### src/rtl/code_serializer_v_pkg.sv
// Shared definitions for the selected-code path (selector, serializer and
// later stages): code width, bit-period counter width and the serializer
// FSM state encoding.
package code_serializer_v_pkg;

    localparam int CODE_W    = 8;
    localparam int BIT_CNT_W = 8;

    typedef enum logic [2:0] {
        ST_IDLE   = 3'd0,
        ST_START  = 3'd1,
        ST_DATA   = 3'd2,
        ST_PARITY = 3'd3,
        ST_STOP   = 3'd4
    } state_t;

endpackage

### src/rtl/code_serializer_v_baud_tick.sv
// baud_tick_v: bit-period counter for the code serializer.
// Counts 0..CLKS_PER_BIT-1 and flags the last cycle of each serial bit.
//   i_clk   system clock
//   i_rst   asynchronous active-high reset
//   i_clr   hold the counter at 0 (serializer idle)
//   o_tick  high on the last cycle of the current bit
module baud_tick_v
    import code_serializer_v_pkg::*;
#(
    parameter int CLKS_PER_BIT = 4
) (
    input  logic i_clk,
    input  logic i_rst,
    input  logic i_clr,
    output logic o_tick
);

    localparam logic [BIT_CNT_W-1:0] LAST = BIT_CNT_W'(CLKS_PER_BIT - 1);

    logic [BIT_CNT_W-1:0] r_cnt;
    logic                 w_last;

    assign w_last = (r_cnt == LAST);
    assign o_tick = w_last && !i_clr;

    always_ff @(posedge i_clk or posedge i_rst) begin
        if (i_rst) begin
            r_cnt <= '0;
        end else if (i_clr || w_last) begin
            r_cnt <= '0;
        end else begin
            r_cnt <= r_cnt + 1'b1;
        end
    end

endmodule

### src/rtl/code_serializer_v.sv
// code_serializer_v: takes one 8-bit code per valid/ready handshake and sends
// it as start, 8 data bits MSB-first, optional even parity, stop.
//   i_clk, i_rst      clock, asynchronous active-high reset
//   i_code, i_valid   code from the selector and its valid flag
//   o_ready           a code can be accepted this cycle
//   o_tx              serial line, idles high
//   o_busy            frame in progress
//   o_done            single-cycle pulse right after the stop bit
//
// state  | meaning
// IDLE   | line high, waiting for a code
// START  | start bit (low)
// DATA   | data bits, MSB of the shift register on the line
// PARITY | even parity of the captured code
// STOP   | stop bit (high)
module code_serializer_v
    import code_serializer_v_pkg::*;
#(
    parameter int CLKS_PER_BIT = 4,
    parameter int PARITY_EN    = 1
) (
    input  logic              i_clk,
    input  logic              i_rst,
    input  logic [CODE_W-1:0] i_code,
    input  logic              i_valid,
    output logic              o_ready,
    output logic              o_tx,
    output logic              o_busy,
    output logic              o_done
);

    state_t              r_state;
    state_t              w_next;
    logic [CODE_W-1:0]   r_shift;
    logic [2:0]          r_idx;
    logic                r_parity;
    logic                r_tx;
    logic                r_ready;
    logic                r_busy;
    logic                r_done;
    logic                w_tick;
    logic                w_accept;
    logic                w_idle;
    logic                w_tx_next;

    // r_ready is only ever high while the FSM is idle
    assign w_accept = i_valid && r_ready;
    assign w_idle   = (r_state == ST_IDLE);

    baud_tick_v #(
        .CLKS_PER_BIT (CLKS_PER_BIT)
    ) u_baud_tick (
        .i_clk  (i_clk),
        .i_rst  (i_rst),
        .i_clr  (w_idle),
        .o_tick (w_tick)
    );

    always_comb begin
        w_next = r_state;
        case (r_state)
            ST_IDLE:   if (w_accept) w_next = ST_START;
            ST_START:  if (w_tick) w_next = ST_DATA;
            ST_DATA:   if (w_tick && (r_idx == 3'd7))
                           w_next = (PARITY_EN != 0) ? ST_PARITY : ST_STOP;
            ST_PARITY: if (w_tick) w_next = ST_STOP;
            ST_STOP:   if (w_tick) w_next = ST_IDLE;
            default:   w_next = ST_IDLE;
        endcase
    end

    // Outputs are registered from the next state so the line changes on the
    // same edge as the state. Inside DATA a bit boundary exposes the bit that
    // the shift is about to move into the MSB.
    always_comb begin
        w_tx_next = 1'b1;
        case (w_next)
            ST_START:  w_tx_next = 1'b0;
            ST_DATA:   w_tx_next = ((r_state == ST_DATA) && w_tick) ?
                                   r_shift[CODE_W-2] : r_shift[CODE_W-1];
            ST_PARITY: w_tx_next = r_parity;
            default:   w_tx_next = 1'b1;
        endcase
    end

    always_ff @(posedge i_clk or posedge i_rst) begin
        if (i_rst) begin
            r_state  <= ST_IDLE;
            r_shift  <= '0;
            r_idx    <= '0;
            r_parity <= 1'b0;
            r_tx     <= 1'b1;
            r_ready  <= 1'b1;
            r_busy   <= 1'b0;
            r_done   <= 1'b0;
        end else begin
            r_state <= w_next;
            if (w_accept) begin
                r_shift  <= i_code;
                r_parity <= ^i_code;
            end else if ((r_state == ST_DATA) && w_tick) begin
                r_shift <= {r_shift[CODE_W-2:0], 1'b0};
                // 3-bit index rolls 7->0 exactly when DATA is left
                r_idx   <= r_idx + 3'd1;
            end
            r_tx    <= w_tx_next;
            r_ready <= (w_next == ST_IDLE);
            r_busy  <= (w_next != ST_IDLE);
            r_done  <= (w_next == ST_IDLE) && (r_state == ST_STOP);
        end
    end

    assign o_tx    = r_tx;
    assign o_ready = r_ready;
    assign o_busy  = r_busy;
    assign o_done  = r_done;

endmodule

### config.mk
export PLATFORM = sky130hd
export DESIGN_NAME = code_serializer_v
export DESIGN_NICKNAME = d
export VERILOG_FILES = /design/src/rtl/code_serializer_v_pkg.sv /design/src/rtl/code_serializer_v_baud_tick.sv /design/src/rtl/code_serializer_v.sv
export SDC_FILE = /design/constraint.sdc
export NUM_CORES = 1
export LEC_CHECK = 0
export CAP_MARGIN = 10
export CORE_MARGIN = 10
export CORE_UTILIZATION = 54
export DETAILED_ROUTE_END_ITERATION = 16
export PLACE_DENSITY = 0.78
export REMOVE_ABC_BUFFERS = 1
export SYNTH_ARGS = -nofsm -noshare
export SYNTH_HDL_FRONTEND = slang
export SYNTH_SLANG_ARGS = --single-unit
### constraint.sdc
create_clock -name i_clk -period 2.2 [get_ports i_clk]
set_input_delay 0.44 -clock i_clk [delete_from_list [all_inputs] [get_ports i_clk]]
set_output_delay 0.44 -clock i_clk [all_outputs]
set_load 0.005 [all_outputs]
==> results.ini <==
[routing]
postRouteAntennaNets = 0
remaining_drc_errors = 0
drt_iter0_drc = 35
via_per_inst = 5.30
dr.pass1.iters = 2
wl_microns = 2380
num_vias = 874
wl_per_cell_microns = 14.4

[cells_and_area]
seqCellArea_sq_um = 678
fin_nets = 152
multi_input_area_sq_um = 606
num_antenna_cells = 0
drive_above_1_share_pct = 14.6
n_fill_cell = 187
areaGrowthSynthToFinish_pct = 16.2

[synth]
ys.warnings.count = 0
synth_top_area_share_pct = 47.8
yosysUniqueCellTypes = 29
synth_xor_area_share_pct = 9.36
synthTopCellsByCount = dfrtp_1, nor2_1, a21oi_1, nand3_1, xnor2_1
netlist_area_sq_um = 1310
synth_fa_ha_area_share_pct = 2.87
synth_top_family_by_area = simple AND/OR/NAND/NOR gates
synth_most_common_cell = dfrtp_1
async_reset_ff_share_pct = 100
yosys_most_used_dff = dfrtp_1
synth-edff-count = 0
synthMuxAreaShare_pct = 8.88
synth_area_per_cell_sq_um = 11.0
yosysSeqAreaShare_pct = 51.8
ys_ff_latch = 27
synth.largest_area_cell = dfrtp_1
synth_compound_area_share_pct = 6.49
synth_area_leaders = dfrtp_1, mux2i_1, xnor2_1
yosys.area_share.simple_pct = 18.6
syn-instance-count = 119

[timing]
fin_setup_tns_ns = 0
final_hold_viol_count = 0
tightest_slew_ns = 0.938
setup_violations = 0
slew_viol_final = 0
maxSlewHeadroom_pct = 36.9
fmax_ghz = 0.530
final.period_utilization_pct = 85.8
period_needed_ns = 1.89
rsz0062_at_grt = no
fin_skew_ns = 0.00325
hold_ws_ns = 0.457

[die]
fp.dieW_microns = 69.3
row_count = 17
start_util_pct = 58.1
die-height_microns = 69.3
dieArea_sq_um = 4800
core-area_sq_um = 2250
num_io_pins = 15

[pwr]
powerDensity_nw_per_um2 = 643
vdd_ir_drop_max_uv = 382
power.leakage_nw = 0.725
power_mw = 0.978

[critical_path]
arrival_ns = 2.15
cpPeakStageDelay_ns = 0.42
crit_slowest_cell = dfrtp_1
crit_type = flip-flop to flip-flop
worstPathRequired_ns = 2.46
cp_num_buf_inv = 0
path_cells = ha_1 > nor4b_4 > nand3_4 > mux2i_1 > a21oi_1 > a31o_1
critPathCaptureType = flip-flop
critical_path.max_fanout = 8
startpoint_type = flip-flop
critical-path-top-delay-family = simple AND/OR/NAND/NOR gates

[status]
outcome = completed

[job]
maxCapViolations = 0

[clocking]
hold_buffers = 0
cts_resized = 0
root_buffer = clkbuf_4
clkSlewWorstSetupHoldPaths_ns = 0.14
clk-insertion-delay-late_ns = 0.31
clkSinkCount = 27
cts_made_buffers = 3
cts_tree = yes
cts_max_path_buffers = 2
htreeDepth = 1
cts_setup_buffers = 0

[place]
numPortBuffers = 14
gp_congestion = 0.812
place_hpwl_microns = 1890

[global_routing]
antenna_found_initial = 0
grt_pass1_wl_microns = 4140
grt_pass1_vias = 901
grt_max_degree = 28
grt_util_all_layers_pct = 10.1
gr-total-overflow = 0

[worst_hold_path]
hp-class = primary input to asynchronous set/reset pin

==> worst min-delay path, delay by kind of cell <==
family / cells / cell delay (ns)
buf+inv: 3 / 0.75
==> sequential cells by signal, indices dropped and copies added (netlist names) <==
register / count
r_shift: 8
u_baud_tick.r_cnt: 8
r_idx: 3
r_state: 3
o_busy: 1
o_done: 1
o_ready: 1
o_tx: 1
r_parity: 1
==> through the flow <==
step,cell area (sq um),worst slack (ns),instances,util [%]
2_1_floorplan,1300,0.496,116,-
3_3_place_gp,1500,0.378,161,66.4
3_5_place_dp,1500,0.313,161,66.4
4_1_cts,1520,0.301,165,67.5
5_1_grt,1520,0.109,165,67.5
6_report,1520,0.313,165,67.5
==> layout by cell type, fill, tap and decap left out <==
cell / netlist / final
nor3_2: 1 / 1
clkdlybuf4s50_1: 0 / 14
nand2_1: 5 / 5
dfrtp_1: 25 / 25
a31o_1: 1 / 1
o31ai_1: 1 / 1
dfstp_2: 2 / 2
nand4_1: 2 / 2
nand3_1: 9 / 9
or4_1: 1 / 1
nor2_1: 17 / 17
mux2_2: 2 / 2
or2_2: 2 / 2
clkbuf_1: 3 / 1
xnor2_1: 9 / 9
clkbuf_4: 0 / 3
a211o_2: 1 / 1
nor3b_2: 1 / 1
a21oi_1: 9 / 9
xor2_1: 5 / 5
nand2b_1: 1 / 1
nand3_4: 1 / 1
and3_1: 1 / 1
nor4b_4: 1 / 1
mux2i_1: 8 / 8
buf_4: 0 / 3
and3_2: 1 / 1
a31o_2: 1 / 1
o21ai_0: 1 / 1
ha_1: 3 / 3
inv_1: 4 / 4
mux2i_2: 1 / 1
==> report_power, final <==
part	switching, mW	internal (mW)
Clock	0.136	0.0708
Sequential	0.0327	0.546
Combinational	0.0950	0.0976
==> path summary, 6_finish.rpt <==
kind,startpoint,endpoint,slack [ns],cells after the start
max reg2reg,u_baud_tick.r_cnt[0],o_tx,0.31,6
min reg2reg,r_idx[0],r_idx[0],0.51,1
min in group i_clk,r_idx[0],r_idx[0],0.51,1
min,i_rst,r_shift[1],0.46,3
max,u_baud_tick.r_cnt[0],o_tx,0.31,6
max in group asynchronous,i_rst,o_tx,1.45,3
==> metal layers <==
layer / up-vias / global-route usage (%) / routed length, microns
met5: - / 0 / 0
met4: 0 / 5.32 / 23
met3: 6 / 2.85 / 86
met2: 12 / 14.8 / 1140
met1: 414 / 12.9 / 1130
li1: 442 / - / -
==> cells by family after synthesis <==
kind of cell	Yosys count
buffers and inverters	7
muxes	11
DFF	27
AOI/OAI and AO/OA	14
and+or+nand+nor	43
adders and majority gates	3
xor gates and xnor gates	14
==> final cells by class <==
| type | instances | area share [%] |
|---|---|---|
| inverter | 4 | 0.986 |
| tap | 28 | 2.30 |
| sequential | 27 | 44.5 |
| multi-input combinational | 85 | 39.8 |
| clock buffer | 4 | 1.73 |
| timing repair buffer | 17 | 10.7 |
(Power assumes the default switching activity.)
